**src/rtl/instruction_fetch_pkg.sv**
```systemverilog
// instruction_fetch_pkg: fetch-stage state encodings, widths and decoder control bundle
package instruction_fetch_pkg;
  localparam int INSTR_WIDTH = 32;
  localparam int JUMP_INDEX_WIDTH = 26;
  typedef enum logic [1:0] {IF_S_REQ = 2'd0, IF_S_WAIT = 2'd1, IF_S_HOLD = 2'd2} if_state_t;
  typedef struct packed {
    logic jr;
    logic jmp;
    logic jal;
    logic branch;
    logic nbranch;
    logic zero;
  } ctrl_t;
endpackage

```
**src/rtl/instruction_fetch_if.sv**
```systemverilog
// instruction_fetch_if: instruction-memory req/ack bus plus decode valid/ready handshake
interface instruction_fetch_if #(parameter int IMEM_ADDR_WIDTH = 14);
  import instruction_fetch_pkg::*;
  logic imem_req;
  logic [IMEM_ADDR_WIDTH-1:0] imem_addr;
  logic imem_ack;
  logic [INSTR_WIDTH-1:0] imem_rdata;
  logic [INSTR_WIDTH-1:0] Instruction;
  logic instr_valid;
  logic instr_ready;
  modport master(output imem_req, imem_addr, Instruction, instr_valid, input imem_ack, imem_rdata, instr_ready);
  modport slave(input imem_req, imem_addr, Instruction, instr_valid, output imem_ack, imem_rdata, instr_ready);
endinterface

```
**src/rtl/instruction_fetch_next_pc_calc.sv**
```systemverilog
// instruction_fetch_next_pc_calc: priority mux Jr > Jmp/Jal > taken branch > sequential
module instruction_fetch_next_pc_calc
  import instruction_fetch_pkg::*;
(
  input  logic [31:0]                 i_pc_plus_4,
  input  logic [JUMP_INDEX_WIDTH-1:0] i_jump_index,
  input  logic [31:0]                 i_read_data_1,
  input  logic [31:0]                 i_sign_extend,
  input  ctrl_t                       i_ctrl,
  output logic [31:0]                 o_next_pc,
  output logic                        o_misalign
);
  logic w_taken;
  logic [31:0] w_branch_target;
  logic w_unused;
  assign w_unused = ^i_sign_extend[31:30];
  // Branch and nBranch together is illegal; Branch semantics take precedence
  always_comb begin
    w_taken = i_ctrl.branch ? i_ctrl.zero : (i_ctrl.nbranch & ~i_ctrl.zero);
    w_branch_target = i_pc_plus_4 + {i_sign_extend[29:0], 2'b00};
    o_next_pc = i_ctrl.jr ? {i_read_data_1[31:2], 2'b00}
              : (i_ctrl.jmp | i_ctrl.jal) ? {i_pc_plus_4[31:28], i_jump_index, 2'b00}
              : w_taken ? w_branch_target : i_pc_plus_4;
    o_misalign = i_ctrl.jr & |i_read_data_1[1:0];
  end
endmodule

```
**src/rtl/instruction_fetch.sv**
```systemverilog
// instruction_fetch: PC, imem req/ack FSM and instruction hold register for the decoder.
// IFETCH_PERF_CNT_EN adds retired_cnt/stall_cnt performance counters.
module instruction_fetch
  import instruction_fetch_pkg::*;
#(
  parameter logic [31:0] RESET_PC        = 32'h0000_0000,
  parameter int          IMEM_ADDR_WIDTH = 14
) (
  input  logic                clk,
  input  logic                rst_n,
  input  logic                Jr,
  input  logic                Jmp,
  input  logic                Jal,
  input  logic                Branch,
  input  logic                nBranch,
  input  logic                Zero,
  input  logic [31:0]         Read_data_1,
  input  logic [31:0]         Sign_extend,
  instruction_fetch_if.master bus,
  output logic [31:0]         pc_plus_4,
  output logic [31:0]         link_addr,
  output logic                pc_misalign
`ifdef IFETCH_PERF_CNT_EN
  ,
  output logic [31:0]         retired_cnt,
  output logic [31:0]         stall_cnt
`endif
);
  if_state_t r_state, w_next_state;
  logic [31:0] r_pc, r_link, w_next_pc;
  logic [INSTR_WIDTH-1:0] r_instr;
  logic r_req, r_misalign, w_retire, w_ack, w_misalign;
  ctrl_t w_ctrl;
  assign w_ctrl = '{Jr, Jmp, Jal, Branch, nBranch, Zero};
  assign w_retire = r_state == IF_S_HOLD && bus.instr_ready;
  assign w_ack = r_state == IF_S_WAIT && bus.imem_ack;
  assign pc_plus_4 = r_pc + 32'd4;
  assign bus.imem_req = r_req;
  assign bus.imem_addr = r_pc[IMEM_ADDR_WIDTH+1:2];
  assign bus.Instruction = r_instr;
  assign bus.instr_valid = r_state == IF_S_HOLD;
  assign link_addr = r_link;
  assign pc_misalign = r_misalign;
  instruction_fetch_next_pc_calc u_next_pc (
    .i_pc_plus_4  (pc_plus_4),
    .i_jump_index (r_instr[JUMP_INDEX_WIDTH-1:0]),
    .i_read_data_1(Read_data_1),
    .i_sign_extend(Sign_extend),
    .i_ctrl       (w_ctrl),
    .o_next_pc    (w_next_pc),
    .o_misalign   (w_misalign)
  );
  always_comb begin
    w_next_state = r_state;
    w_next_state = r_state == IF_S_REQ ? IF_S_WAIT : w_ack ? IF_S_HOLD : w_retire ? IF_S_REQ : r_state;
  end
  always_ff @(posedge clk or negedge rst_n)
    if (!rst_n) r_state <= IF_S_REQ;
    else r_state <= w_next_state;
  // req is registered so it stays low through reset and rises only while waiting on memory
  always_ff @(posedge clk or negedge rst_n)
    if (!rst_n) begin
      r_pc <= RESET_PC;
      r_req <= 1'b0;
      r_instr <= '0;
      r_link <= '0;
      r_misalign <= 1'b0;
    end else begin
      r_req <= w_next_state == IF_S_WAIT;
      r_misalign <= w_retire & w_misalign;
      if (w_ack) r_instr <= bus.imem_rdata;
      if (w_retire) r_pc <= w_next_pc;
      if (w_retire && Jal) r_link <= pc_plus_4;
    end
`ifdef IFETCH_PERF_CNT_EN
  logic [31:0] r_retired, r_stall;
  assign retired_cnt = r_retired;
  assign stall_cnt = r_stall;
  always_ff @(posedge clk or negedge rst_n)
    if (!rst_n) begin
      r_retired <= '0;
      r_stall <= '0;
    end else begin
      if (w_retire) r_retired <= r_retired + 32'd1;
      if ((r_state == IF_S_WAIT && !bus.imem_ack) || (r_state == IF_S_HOLD && !bus.instr_ready))
        r_stall <= r_stall + 32'd1;
    end
`endif
endmodule

```
**src/flat_wrapper.sv**
```systemverilog
// flat-port wrapper written by rule: the top's interface ports become plain ports
module instruction_fetch_flat import instruction_fetch_pkg::*;
#(
  parameter logic [31:0] RESET_PC        = 32'h0000_0000,
  parameter int          IMEM_ADDR_WIDTH = 14
)
  (clk, rst_n, Jr, Jmp, Jal, Branch, nBranch, Zero, Read_data_1, Sign_extend, pc_plus_4, link_addr, pc_misalign, bus_imem_req, bus_imem_addr, bus_Instruction, bus_instr_valid, bus_imem_ack, bus_imem_rdata, bus_instr_ready);
  instruction_fetch_if #(.IMEM_ADDR_WIDTH(IMEM_ADDR_WIDTH)) bus_i ();
  input  logic clk;
  input  logic rst_n;
  input  logic Jr;
  input  logic Jmp;
  input  logic Jal;
  input  logic Branch;
  input  logic nBranch;
  input  logic Zero;
  input  logic [31:0] Read_data_1;
  input  logic [31:0] Sign_extend;
  output logic [31:0] pc_plus_4;
  output logic [31:0] link_addr;
  output logic pc_misalign;
  output wire logic [$bits(bus_i.imem_req)-1:0] bus_imem_req;
  output wire logic [$bits(bus_i.imem_addr)-1:0] bus_imem_addr;
  output wire logic [$bits(bus_i.Instruction)-1:0] bus_Instruction;
  output wire logic [$bits(bus_i.instr_valid)-1:0] bus_instr_valid;
  input wire logic [$bits(bus_i.imem_ack)-1:0] bus_imem_ack;
  input wire logic [$bits(bus_i.imem_rdata)-1:0] bus_imem_rdata;
  input wire logic [$bits(bus_i.instr_ready)-1:0] bus_instr_ready;
  assign bus_imem_req = bus_i.imem_req;
  assign bus_imem_addr = bus_i.imem_addr;
  assign bus_Instruction = bus_i.Instruction;
  assign bus_instr_valid = bus_i.instr_valid;
  assign bus_i.imem_ack = bus_imem_ack;
  assign bus_i.imem_rdata = bus_imem_rdata;
  assign bus_i.instr_ready = bus_instr_ready;
  instruction_fetch #(.RESET_PC(RESET_PC), .IMEM_ADDR_WIDTH(IMEM_ADDR_WIDTH)) u_core (.clk(clk), .rst_n(rst_n), .Jr(Jr), .Jmp(Jmp), .Jal(Jal), .Branch(Branch), .nBranch(nBranch), .Zero(Zero), .Read_data_1(Read_data_1), .Sign_extend(Sign_extend), .bus(bus_i), .pc_plus_4(pc_plus_4), .link_addr(link_addr), .pc_misalign(pc_misalign));
endmodule
```
**config.mk**
```make
export PLATFORM = sky130hd
export DESIGN_NAME = instruction_fetch_flat
export DESIGN_NICKNAME = d
export VERILOG_FILES = /design/src/rtl/instruction_fetch_pkg.sv /design/src/rtl/instruction_fetch_if.sv /design/src/rtl/instruction_fetch_next_pc_calc.sv /design/src/rtl/instruction_fetch.sv /design/src/flat_wrapper.sv
export SDC_FILE = /design/constraint.sdc
export NUM_CORES = 1
export LEC_CHECK = 0
export CAP_MARGIN = 15
export CORE_UTILIZATION = 47
export CTS_CLUSTER_SIZE = 30
export DETAILED_ROUTE_END_ITERATION = 7
export GPL_TIMING_DRIVEN = 0
export PLACE_DENSITY = 0.86
export SYNTH_ARGS = -nofsm -noshare
export SYNTH_HDL_FRONTEND = slang
export SYNTH_SLANG_ARGS = --single-unit
```
**constraint.sdc**
```tcl
create_clock -name clk -period 3.8 [get_ports clk]
set_input_delay 0.76 -clock clk [delete_from_list [all_inputs] [get_ports clk]]
set_output_delay 0.76 -clock clk [all_outputs]
set_load 0.02 [all_outputs]
```
# Word-level counts from Yosys, hierarchy flattened
# Cells that the tools add are included.
# classes
n_addsub	2
n_mux	7
reduce_logical	5
n_div	0
shifts	0
bitwise_logic	5
n_mul	0
n_eq_ne	3
magnitude_cmp	0
# ops
operator	n
$mux W32	3
$add A32 B3 Y32 const B	1
$add A32 B32 Y32	1
$mux W2	3
$eq A2 B1 Y1 const B	2
$and A1 B1 Y1	3
$logic_and A1 B1 Y1	3
$eq A2 B2 Y1 const B	1
$logic_not A2 Y1	1
$reduce_or A2 Y1	1
$mux W1	1
$not A1 Y1	1
$or A1 B1 Y1	1
# word_totals
mem_bits_rw	0
latchBits	0
memories	0
mem_bits_ro	0
ff_bits	100
out_inout_bits	113

# Logic depth before layout (Yosys ltp)
# Gate-level depths: netlist of run 1.
# depth
ltp_word	6
depth_mapped	18
ltp_nobuf	17

# By module
# A second synthesis of run 1 with hierarchy kept.
# unflattened
hier_cells	778
hier_area_um2	6966.7
# modules_own_cells
module	seq_area_each_um2	n_inst	area_per_inst_um2	cells_each
instruction_fetch	2502.4	1	4495.6	377
instruction_fetch_next_pc_calc	0.0	1	2471.1	401

# Worst setup path before layout of run 1
# No wires, ideal clock.
# synth_path
path_type	reg2reg
from	register u_core.r_pc[4]
to	register u_core.r_pc[25]
path_slack_ns	0.203
required_time_ns	3.666
t_arrival_ns	3.463
stages_incl_launch_ff	17
period_less_slack_ns	3.597
path_cell_list	dfrtp_1 -> and3_1 -> and4_1 -> nor2b_1 -> buf_2 -> nand3_1 -> xnor2_1 -> ha_1 -> a21oi_1 -> o21ai_0 -> o31ai_1 -> a31oi_2 -> a21oi_1 -> nor2b_1 -> o21ai_0 -> mux2i_1 -> a21oi_1
# synth_via
elab_chain_len	5
# synth_rtl
item	line_no	rtl
from (decl)	instruction_fetch.sv:30	logic [31:0] r_pc, r_link, w_next_pc;
from (signal assigned)	instruction_fetch.sv:72	if (w_retire) r_pc <= w_next_pc;
$add A32 B3 Y32	instruction_fetch.sv:37	assign pc_plus_4 = r_pc + 32'd4;
net pc_plus_4[20]	flat_wrapper.sv:19	output logic [31:0] pc_plus_4;
$add A32 B32 Y32	instruction_fetch_next_pc_calc.sv:20	w_branch_target = i_pc_plus_4 + {i_sign_extend[29:0], 2'b00};
$mux W32	instruction_fetch_next_pc_calc.sv:23	: w_taken ? w_branch_target : i_pc_plus_4;
$mux W32	instruction_fetch_next_pc_calc.sv:22	: (i_ctrl.jmp | i_ctrl.jal) ? {i_pc_plus_4[31:28], i_jump_index, 2'b00}
$mux W32	instruction_fetch_next_pc_calc.sv:21	o_next_pc = i_ctrl.jr ? {i_read_data_1[31:2], 2'b00}
# The timed path passes the listed nets, and every way through them passes these cells.
# A chain may end at the register's enable or synchronous reset.

# Final worst setup path of run 1
# layout_path
from	register u_core.r_pc[3]
to	register u_core.r_pc[27]
# layout_via
elab_chain_len	5
# layout_rtl
item	line_no
$add A32 B3 Y32 (*)	instruction_fetch.sv:37
$add A32 B32 Y32	instruction_fetch_next_pc_calc.sv:20
$mux W32 (*)	instruction_fetch_next_pc_calc.sv:23
$mux W32 (*)	instruction_fetch_next_pc_calc.sv:22
$mux W32 (*)	instruction_fetch_next_pc_calc.sv:21
# Every way passes the cells marked *; elsewhere a longest branch is shown, timed or not.

==> results.json, run 1 <==
{
  "relSlewSlack_pct": 50.7,
  "crit_required_ps": 4020,
  "ir_drop_uv": 543,
  "clk_pin_slew_ps": 70,
  "power_density_nw_per_um2": 833,
  "cts_max_path_buffers": 2,
  "hp-class": "input port to asynchronous set/reset pin",
  "period_share_pct": 97.9,
  "wl_um": 21700,
  "worst_ep_arrival_time_ps": 3940,
  "grt_max_degree": 71,
  "drc": 0,
  "start_util_pct": 48.9,
  "crit_type": "register to register",
  "finClkSkew_ps": 7.00,
  "die-width_um": 120,
  "crit_start": "u_core.r_pc[3]$_DFFE_PN0P_",
  "netlist-cell-type-count": 60,
  "synth_edf_count": 0,
  "tritoncts": "built",
  "hold_violations": 0,
  "num-fill-cells": 1042,
  "ys_seq_area_share_pct": 36.7,
  "clkLatencyLatePin_ps": 350,
  "die_area_um2": 14400,
  "layout-drive-gt1-share_pct": 14.8,
  "antenna_found_initial": 0,
  "viasPerCell": 5.82,
  "track_usage_pct": 29.9,
  "grt_overflow_total": 0,
  "crit_top_cell": "o21ai_1",
  "tightest_slew_ps": 736,
  "post-route-util_pct": 70.9,
  "vias": 6763,
  "r2r-end": "u_core.r_pc[27]$_DFFE_PN0P_",
  "period_needed_ps": 3720,
  "reg2reg_slack_ps": 80,
  "setup-tns-final_ps": 0,
  "cp_slowest_cell": "dfrtp_1",
  "cts_buffers": 9,
  "area_growth_pct": 45.0,
  "synth_area_um2": 6550,
  "max_stage_delay_ps": 450,
  "r2r_start": "u_core.r_pc[3]$_DFFE_PN0P_",
  "die_y_um": 120,
  "startpoint_type": "register",
  "dp_hpwl_um": 16500,
  "io_pins": 219,
  "status": "complete, no violations",
  "synth_area_leaders": "dfrtp_1, mux2_2, ha_1",
  "worst-path-buf-inv": 2,
  "setup_violations": 0,
  "syn_avg_cell_area_um2": 8.82,
  "power_leakage_uw": 0.00401,
  "synthFlopType": "dfrtp_1",
  "ys_warn_count": 0,
  "crit_chain": "ha_2 > and4_4 > nor2b_1 > clkbuf_4 > xnor2_2 > inv_1 > ha_1 > and2_1 > and3_1 > o31ai_2 > a31oi_2 > a21oi_2 > xor2_1 > o221ai_1 > o21ai_1 > o21ai_1",
  "core_area_um2": 13400,
  "async_flop_share_pct": 100,
  "initialDrtViolationCount": 796,
  "synth_top_area_share_pct": 36.7,
  "cp_max_fo": 7,
  "reg2regPathDepth": 16,
  "place.gp.congestion": 0.933,
  "nets": 1125,
  "first_global_vias": 6276,
  "cts_max_level": 3,
  "diodes": 0,
  "synth_top_area_cell": "dfrtp_1",
  "num_rows": 42,
  "ys_seq_elements": 96,
  "antenna_left": 0,
  "drv_slew": 0,
  "syn_inst": 743,
  "root_buffer": "clkbuf_16",
  "maxCapViolCount": 0,
  "cp_top_family": "compound AO/OA/AOI/OAI gates",
  "dr.pass1.iters": 7,
  "endpoint_kind": "register",
  "wire_per_inst_um": 18.7,
  "fmax_mhz": 269,
  "numPortBuffers": 211,
  "numClockSinks": 96,
  "grt_pass1_wl_um": 33300
}
-- registers in the layout, indices dropped and copies added (netlist names) --
name,cells
u_core.r_pc,30
u_core.bus.imem_req,1
u_core.bus.Instruction,32
u_core.link_addr,30
u_core.r_state,2
u_core.pc_misalign,1
-- worst max path at each step --
stage | end | slack [ps] | cells past startpoint
after floorplan | u_core.r_pc[25]$_DFFE_PN0P_ | 200 | 16
after global placement | u_core.bus.Instruction[4]$_DFFE_PN0P_ | -1580 | 1
after detailed placement | u_core.r_pc[30]$_DFFE_PN0P_ | -180 | 16
after CTS | u_core.r_pc[27]$_DFFE_PN0P_ | 7 | 18
after global routing | u_core.r_pc[27]$_DFFE_PN0P_ | -60 | 19
final | u_core.r_pc[27]$_DFFE_PN0P_ | 80 | 16
-- cells by family after synthesis --
logic type                 synth area share, %
and+or+nand+nor                           16.0
adders and majority gates                 7.18
DFF                                       36.7
AOI/OAI and AO/OA                         19.0
buffers and inverters                     5.80
xor gates and xnor gates                  6.55
muxes                                     8.73
other                                   0.0572
-- repair_timing --
action / CTS / global route
resized for setup: 11 / 29
setup buffers: 3 / 12
endpoints found under the setup margin: 9 / 17
hold buffers: 0 / 0
pin swaps: 4 / 7
-- cells in the final DEF, fill, tap and decap left out, types with 3 or more instances in the layout --
master / n
clkbuf_16: 9
nor2_1: 52
dfrtp_2: 7
a311oi_1: 3
xnor2_1: 22
clkdlybuf4s50_1: 210
conb_1: 4
or3_1: 4
ha_1: 32
nor3_1: 9
dfrtp_1: 89
ha_2: 3
nor2b_1: 5
xnor2_2: 7
nor4_1: 3
xor2_2: 3
inv_6: 3
o221ai_1: 4
nand2_1: 77
nand4_1: 15
nand3_1: 19
o211ai_1: 6
o21a_1: 5
o21bai_1: 7
buf_4: 34
a211oi_1: 13
a21o_1: 5
and2_1: 7
clkbuf_1: 32
a21oi_1: 68
inv_1: 26
o21ai_0: 59
mux2_2: 49
o31ai_1: 4
o21ai_1: 7
and3_1: 14
xor2_1: 15
-- synthesized netlist by cell type (4+ instances only) --
library cell,count
a211oi_1,13
a21o_1,5
a21oi_1,69
a311oi_1,5
and2_1,8
and3_1,15
buf_4,18
clkbuf_1,33
dfrtp_1,96
ha_1,36
inv_1,26
mux2_2,49
nand2_1,77
nand3_1,19
nand4_1,15
nor2_1,53
nor2b_1,5
nor3_1,9
o211ai_1,6
o21a_1,5
o21ai_0,62
o21ai_1,4
o21bai_1,7
o221ai_1,4
o31ai_1,5
or3_1,4
xnor2_1,30
xor2_1,19
-- layout make-up --
| cell class | instances | area, um2 | area share, % |
|---|---|---|---|
| Inverter | 26 | 97.6 | 1.03 |
| Buffer | 54 | 280 | 2.95 |
| Multi-Input combinational cell | 568 | 3950 | 41.6 |
| Sequential cell | 96 | 2410 | 25.4 |
| Tap cell | 176 | 220 | 2.32 |
| Clock buffer | 12 | 256 | 2.70 |
| Timing Repair Buffer | 227 | 2250 | 23.7 |
| Clock inverter | 4 | 33.8 | 0.356 |
-- power breakdown --
group / switching [uW] / internal [uW] / leakage (uW)
registers: 465 / 1510 / 0.00117
clock network: 427 / 488 / 0.000140
logic: 2660 / 2360 / 0.00270
total: 3550 / 4360 / 0.00401
-- layer usage --
| metal | vias up | track usage [%] | share of wire (%) |
|---|---|---|---|
| met3 | 50 | 5.09 | 10 |
| li1 | 3117 | - | - |
| met4 | 0 | 11.5 | 3.0 |
| met2 | 437 | 45.9 | 45 |
| met1 | 3159 | 42.0 | 42 |
| met5 | - | 0 | 0 |
-- metrics by stage --
step | total power, uW | hold WS [ps] | instance area [um2] | setup WS, ps | cells
after floorplan | 4750 | 417 | 6560 | 203 | 746
after global placement | 6580 | 440 | 8900 | -1580 | 1133
after detailed placement | 6670 | 439 | 8920 | -178 | 1134
after CTS | 7670 | 326 | 9300 | 6.95 | 1153
after global routing | 8360 | 347 | 9500 | -64.3 | 1163
final | 7910 | 316 | 9500 | 81.1 | 1163
Power figures use the tool's default switching activity.
==> inputs of run 2 (changes only) <==
--- a/config.mk
+++ b/config.mk
@@ -5,8 +5,10 @@
 export SDC_FILE = /design/constraint.sdc
 export NUM_CORES = 1
 export LEC_CHECK = 0
+export ABC_CLOCK_PERIOD_IN_PS = 3800
 export CAP_MARGIN = 15
 export CORE_UTILIZATION = 47
+export CTS_BUF_LIST = sky130_fd_sc_hd__clkbuf_8 sky130_fd_sc_hd__clkbuf_16
 export CTS_CLUSTER_SIZE = 30
 export DETAILED_ROUTE_END_ITERATION = 7
 export GPL_TIMING_DRIVEN = 0
==> run 2 against run 1 <==
First-iteration DRC count did not move. Cell count did not move. Sequential cell count did not move. Critical path depth rose by 3. Routed wire length rose by 0.16%. Critical path type unchanged.
==> results.json, run 2 (synthesis results as in run 1) <==
{
  "mostFrequentLayoutCells": "clkdlybuf4s50_1, dfrtp_1, nand2_1",
  "cts_max_path_buffers": 2,
  "dr.pass1.iters": 8,
  "reg2reg_slack_ps": 80,
  "finClkSkew_ps": 7.21,
  "drc": 0,
  "status": "complete, no violations",
  "worst_ep_arrival_time_ps": 3940,
  "cp_max_fo": 6,
  "cp_slowest_cell": "dfrtp_2",
  "setup-tns-final_ps": 0,
  "io_pins": 219,
  "area_growth_pct": 45.0,
  "fmax_mhz": 269,
  "numClockSinks": 96,
  "cp_top_family": "compound AO/OA/AOI/OAI gates",
  "largest_register_ffs": 32,
  "grt_pass1_wl_um": 33300,
  "startpoint_type": "register",
  "nets": 1125,
  "core_area_um2": 13400,
  "reg2regPathDepth": 19,
  "endpoint_kind": "register",
  "crit_end": "u_core.r_pc[27]$_DFFE_PN0P_",
  "cts_buffers": 9,
  "period_share_pct": 97.8,
  "period_needed_ps": 3720,
  "crit_start": "u_core.r_pc[7]$_DFFE_PN0P_",
  "antenna_left": 0,
  "worst-path-buf-inv": 3,
  "hold_violations": 0,
  "crit_chain": "and3_1 > nand4_1 > buf_4 > nor2_2 > and2_1 > clkbuf_4 > nand3_1 > xor2_2 > inv_1 > ha_2 > a21o_1 > a21o_1 > a21oi_1 > o21ai_0 > a21oi_2 > xor2_1 > o221ai_1 > o21ai_1 > o21ai_1",
  "vias": 6761,
  "die-width_um": 120,
  "ir_drop_uv": 542,
  "crit_required_ps": 4020,
  "dp.cells": 1134,
  "crit_type": "register to register",
  "tritoncts": "built",
  "first_global_vias": 6276,
  "power_leakage_uw": 0.00402,
  "layout-drive-gt1-share_pct": 14.8,
  "hold_buffers": 0,
  "fin_cells": 1163,
  "viasPerCell": 5.81,
  "cts_max_level": 3,
  "hp-class": "input port to asynchronous set/reset pin",
  "root_buffer": "clkbuf_16",
  "initialDrtViolationCount": 796,
  "cp.depth": 19,
  "start_util_pct": 48.9,
  "diodes": 0,
  "wl_um": 21700,
  "grt_overflow_total": 0,
  "wire_per_inst_um": 18.7,
  "clkLatencyLatePin_ps": 350,
  "dp_hpwl_um": 16500,
  "r2r-end": "u_core.r_pc[27]$_DFFE_PN0P_",
  "setup_violations": 0,
  "grt_max_degree": 71,
  "die_y_um": 120,
  "track_usage_pct": 29.9,
  "antenna_found_initial": 0,
  "maxCapViolCount": 0,
  "holdWs_ps": 316,
  "place.gp.congestion": 0.933,
  "relSlewSlack_pct": 50.4,
  "r2r_start": "u_core.r_pc[7]$_DFFE_PN0P_",
  "max_stage_delay_ps": 420,
  "numPortBuffers": 211,
  "drv_slew": 0,
  "clk_pin_slew_ps": 70,
  "tightest_slew_ps": 741,
  "die_area_um2": 14400,
  "num_rows": 42,
  "power_density_nw_per_um2": 833,
  "mostFrequentLayoutCell": "clkdlybuf4s50_1"
}
==> run 2: changes by cell type in the layout (fill, tap and decap cells not counted) <==
| cell | delta |
|---|---|
| clkbuf_1 | -1 |
| inv_1 | +1 |
==> run 2: report_power, final <==
group | total (uW) | switching [uW] | internal [uW]
logic | 5020 | 2660 | 2360
registers | 1970 | 466 | 1510
clock network | 913 | 427 | 486
total | 7910 | 3550 | 4360
==> run 2: per-layer routing <==
metal | vias to the layer above | GRT usage (%) | wire (um)
met3 | 54 | 5.09 | 2130
met5 | - | 0 | 0
met1 | 3172 | 42.0 | 9150
met4 | 0 | 11.5 | 657
li1 | 3117 | - | -
met2 | 418 | 45.9 | 9810
==> run 2: worst register-to-register path, delay by kind of cell (launching register included) <==
family,cells,cell delay [ps]
buffers and inverters,3,510
AND/OR/NAND/NOR,5,700
flip-flops,1,420
AO/OA/AOI/OAI,8,1210
adder cells (fa/ha/maj),1,230
XOR/XNOR,2,520
==> run 2: worst min-delay path by stage <==
stage / endpoint / slack, ps / cells after the start / start
global route: u_core.link_addr[27]$_DFFE_PN0P_ / 350 / 1 / rst_n
detailed placement: u_core.bus.imem_req$_DFF_PN0_ / 440 / 1 / u_core.r_state[1]$_DFF_PN0_
global placement: u_core.bus.imem_req$_DFF_PN0_ / 440 / 1 / u_core.r_state[1]$_DFF_PN0_
floorplan: u_core.bus.imem_req$_DFF_PN0_ / 420 / 1 / u_core.r_state[1]$_DFF_PN0_
finish: u_core.link_addr[27]$_DFFE_PN0P_ / 320 / 1 / rst_n
CTS: u_core.link_addr[27]$_DFFE_PN0P_ / 330 / 1 / rst_n
==> run 2: stage by stage <==
| step | setup slack (ps) | total power, uW | instance area [um2] | util (%) |
|---|---|---|---|---|
| 2_1_floorplan | 203 | 4750 | 6560 | - |
| 3_3_place_gp | -1580 | 6580 | 8900 | 66.4 |
| 3_5_place_dp | -178 | 6670 | 8920 | 66.6 |
| 4_1_cts | 6.96 | 7670 | 9300 | 69.4 |
| 5_1_grt | -64.3 | 8360 | 9500 | 70.9 |
| 6_report | 82.5 | 7910 | 9500 | 70.9 |
==> run 2: area by class of cell <==
class | instances | area (um2)
Inverter | 26 | 97.6
Tap cell | 176 | 220
Clock buffer | 11 | 253
Multi-Input combinational cell | 568 | 3950
Clock inverter | 5 | 37.5
Sequential cell | 96 | 2410
Buffer | 54 | 280
Fill cell | 1042 | 3900
Timing Repair Buffer | 227 | 2250
==> run 2: timing repair <==
action                     CTS  global route
hold endpoints to repair     0             0
gates resized for setup     11            29
setup endpoints to repair    9            17
pin swaps                    4             7
buffers inserted             3            12
==> inputs of run 3 (changes only) <==
--- a/config.mk
+++ b/config.mk
@@ -7,12 +7,14 @@
 export LEC_CHECK = 0
 export ABC_CLOCK_PERIOD_IN_PS = 3800
 export CAP_MARGIN = 15
-export CORE_UTILIZATION = 47
+export CORE_UTILIZATION = 48
 export CTS_BUF_LIST = sky130_fd_sc_hd__clkbuf_8 sky130_fd_sc_hd__clkbuf_16
 export CTS_CLUSTER_SIZE = 30
 export DETAILED_ROUTE_END_ITERATION = 7
+export GPL_ROUTABILITY_DRIVEN = 1
 export GPL_TIMING_DRIVEN = 0
 export PLACE_DENSITY = 0.86
 export SYNTH_ARGS = -nofsm -noshare
 export SYNTH_HDL_FRONTEND = slang
+export SYNTH_HIERARCHICAL = 1
 export SYNTH_SLANG_ARGS = --single-unit
==> run 3 against run 2 <==
The flow now finishes with violations (negative setup slack). Die area rose by 4.0%. Synthesized cell count increased by 4.7%. Combinational power is 23% higher. Sequential cell count up 4. Critical path type unchanged. Clock skew increased by 1.0 ps. Largest power group unchanged. Sequential power rose by 5%.
==> results.json, run 3 <==
{
  "mostFrequentLayoutCells": "clkdlybuf4s50_1, nand2_1, dfrtp_1",
  "grt_overflow_total": 0,
  "r2r-end": "u_core/r_pc[29]$_DFFE_PN0P_",
  "maxCapViolCount": 0,
  "worst_ep_arrival_time_ps": 4220,
  "crit_start": "u_core/r_pc[10]$_DFFE_PN0P_",
  "antenna_left": 0,
  "syn_nets": 915,
  "crit_type": "register to register",
  "ys_seq_area_share_pct": 35.9,
  "rsz0062_at_grt": "yes",
  "numPortBuffers": 216,
  "dr.pass1.iters": 6,
  "yosysMostFrequentCell": "nand2_1",
  "initialDrtViolationCount": 1078,
  "diodes": 0,
  "cts_buffers": 9,
  "grt_max_degree": 53,
  "p_int_uw": 4990,
  "drc": 0,
  "ir_drop_uv": 508,
  "root_buffer": "clkbuf_16",
  "mostFrequentLayoutCell": "clkdlybuf4s50_1",
  "violations": "negative setup slack",
  "syn_inst": 778,
  "period_needed_ps": 3970,
  "syn_avg_cell_area_um2": 8.95,
  "synth_top_area_cell": "dfrtp_1",
  "reg2regPathDepth": 16,
  "post-route-util_pct": 75.9,
  "dp_hpwl_um": 18400,
  "crit_required_ps": 4040,
  "r2r_start": "u_core/r_pc[10]$_DFFE_PN0P_",
  "startpoint_type": "register",
  "wl_um": 26500,
  "clk_pin_slew_ps": 80,
  "status": "finished, violations left",
  "cp_max_fo": 6,
  "synth_area_um2": 6970,
  "cts_max_level": 3,
  "ys_top_cells_by_count": "nand2_1, dfrtp_1, mux2_2, a21oi_1, nor2_1",
  "tightest_slew_ps": 902,
  "period_share_pct": 105,
  "holdWs_ps": 440,
  "drv_slew": 0,
  "register_area_um2": 2510,
  "num_rows": 43,
  "grt_pass1_wl_um": 38600,
  "viasPerCell": 6.19,
  "layout-drive-gt1-share_pct": 25.9,
  "io_pins": 219,
  "p_sw_share_pct": 45.3,
  "core_area_um2": 14000,
  "numClockSinks": 100,
  "clkPwrFrac_pct": 9.6,
  "power_leakage_uw": 0.00442,
  "fmax_mhz": 252,
  "crit_end": "u_core/r_pc[29]$_DFFE_PN0P_",
  "combPwrFrac_pct": 67.7,
  "num-fill-cells": 924,
  "nets": 1191,
  "cts_max_path_buffers": 2,
  "pre_cts_slack_ps": -823,
  "area_growth_pct": 52.9,
  "first_global_vias": 7227,
  "hp-class": "input port to asynchronous set/reset pin",
  "ys_seq_elements": 100,
  "reg2reg_slack_ps": -170,
  "antenna_found_initial": 0,
  "async_flop_share_pct": 100,
  "relSlewSlack_pct": 39.6,
  "synth_edf_count": 0,
  "clkLatencyLatePin_ps": 360,
  "finClkSkew_ps": 8.23,
  "stdcell_area_um2": 10700,
  "synthFlopType": "dfrtp_1",
  "multiInputGateArea_um2": 4680,
  "tritoncts": "built",
  "synth_top_area_share_pct": 35.9,
  "netlist-cell-type-count": 63,
  "wire_per_inst_um": 21.4,
  "start_util_pct": 49.6,
  "place.gp.congestion": 0.952,
  "p_sw_uw": 4130,
  "die_area_um2": 15000,
  "hold_violations": 0,
  "power_density_nw_per_um2": 856,
  "die-width_um": 122,
  "ys_warn_count": 6,
  "track_usage_pct": 33.9,
  "timing.final.ws_setup_ps": -173,
  "endpoint_kind": "register",
  "synth_area_leaders": "dfrtp_1, mux2_2, nand2_1",
  "vias": 7672,
  "p_seq_share_pct": 22.7,
  "hold_buffers": 0,
  "setup_violations": 5,
  "place_area_um2": 9430,
  "die_y_um": 122
}
## run 3: cell count changes in the layout (fill, tap and decap cells not counted), sizes merged, moves of 8 or more
cell and change:
a211oi -8, a21oi -15, a31oi +21, buf +45, clkbuf -11, inv -13
mux2 +26, nand2 +29, nand3 +8, nor3 +14, o21ai -27, or4 +9
xnor2 -8
## run 3: worst min-delay path by stage
stage / slack, ps / to / cells after the start
6_report: 440 / u_core/r_pc[23]$_DFFE_PN0P_ / 1
4_1_cts: 460 / u_core/bus.Instruction[24]$_DFFE_PN0P_ / 1
2_1_floorplan: 420 / u_core/bus.imem_req$_DFF_PN0_ / 1
5_1_grt: 490 / u_core/bus.Instruction[22]$_DFFE_PN0P_ / 1
3_5_place_dp: 440 / u_core/bus.imem_req$_DFF_PN0_ / 1
3_3_place_gp: 440 / u_core/bus.imem_req$_DFF_PN0_ / 1
## run 3: per-stage QoR
stage / instances / power, uW / setup TNS (ps)
floorplan: 778 / 5200 / 0
global route: 1239 / 9570 / -2140
global placement: 1174 / 7150 / -189570
CTS: 1214 / 8520 / 0
finish: 1239 / 9120 / -398
detailed placement: 1175 / 7240 / -11040
## run 3: logic make-up (layout without fill, tap and decap cells)
logic type	Yosys count	count (layout)	share of synthesized area, %
AND/OR/NAND/NOR	274	275	19.3
AO/OA/AOI/OAI	181	181	16.5
flip-flops	100	100	35.9
multiplexers	80	80	12.8
buffers and inverters	73	353	4.87
XOR/XNOR	39	39	4.90
adder cells (fa/ha/maj)	31	31	5.68
## run 3: repair_timing
item / 4_1_cts / 5_1_grt
pin swaps: 19 / 34
gates cloned: 0 / 1
setup buffers: 29 / 26
resized for setup: 50 / 85
setup endpoints to repair: 31 / 27
## run 3: layout make-up
cell class	count	area share [%]
Tap cell	180	2.11
Sequential cell	100	23.6
Clock buffer	9	2.11
Buffer	50	2.69
Inverter	15	0.528
Timing Repair Buffer	272	24.6
Multi-Input combinational cell	606	44.0
Clock inverter	7	0.399
## run 3: routing by layer
layer / up-vias / part of all wire, % / global-route usage [%]
met3: 96 / 11 / 5.62
met5: - / 0 / 0
met1: 3622 / 39 / 45.3
met2: 575 / 47 / 53.9
met4: 0 / 3.8 / 15.2
li1: 3379 / - / -
## run 3: power by group through the flow
stage	Combinational (uW)	Sequential, uW	Clock [uW]
CTS	5610	2030	879
detailed placement	5170	2070	0
global placement	5090	2050	0
finish	6180	2070	876
floorplan	2840	2360	0
global route	6520	2130	925
## run 3: critical path, cell delays in order, from the launching register on
cell and delay (ps):
dfrtp_2 400, nand4_4 180, buf_6 170, or4_4 540, or3_4 420, nand2_4 120
ha_4 240, nand2_4 70, or3_4 110, o211ai_1 120, buf_4 170, a21oi_2 130
nand2_2 90, o41ai_2 390, xor2_1 210, o221ai_1 170, mux2_4 320
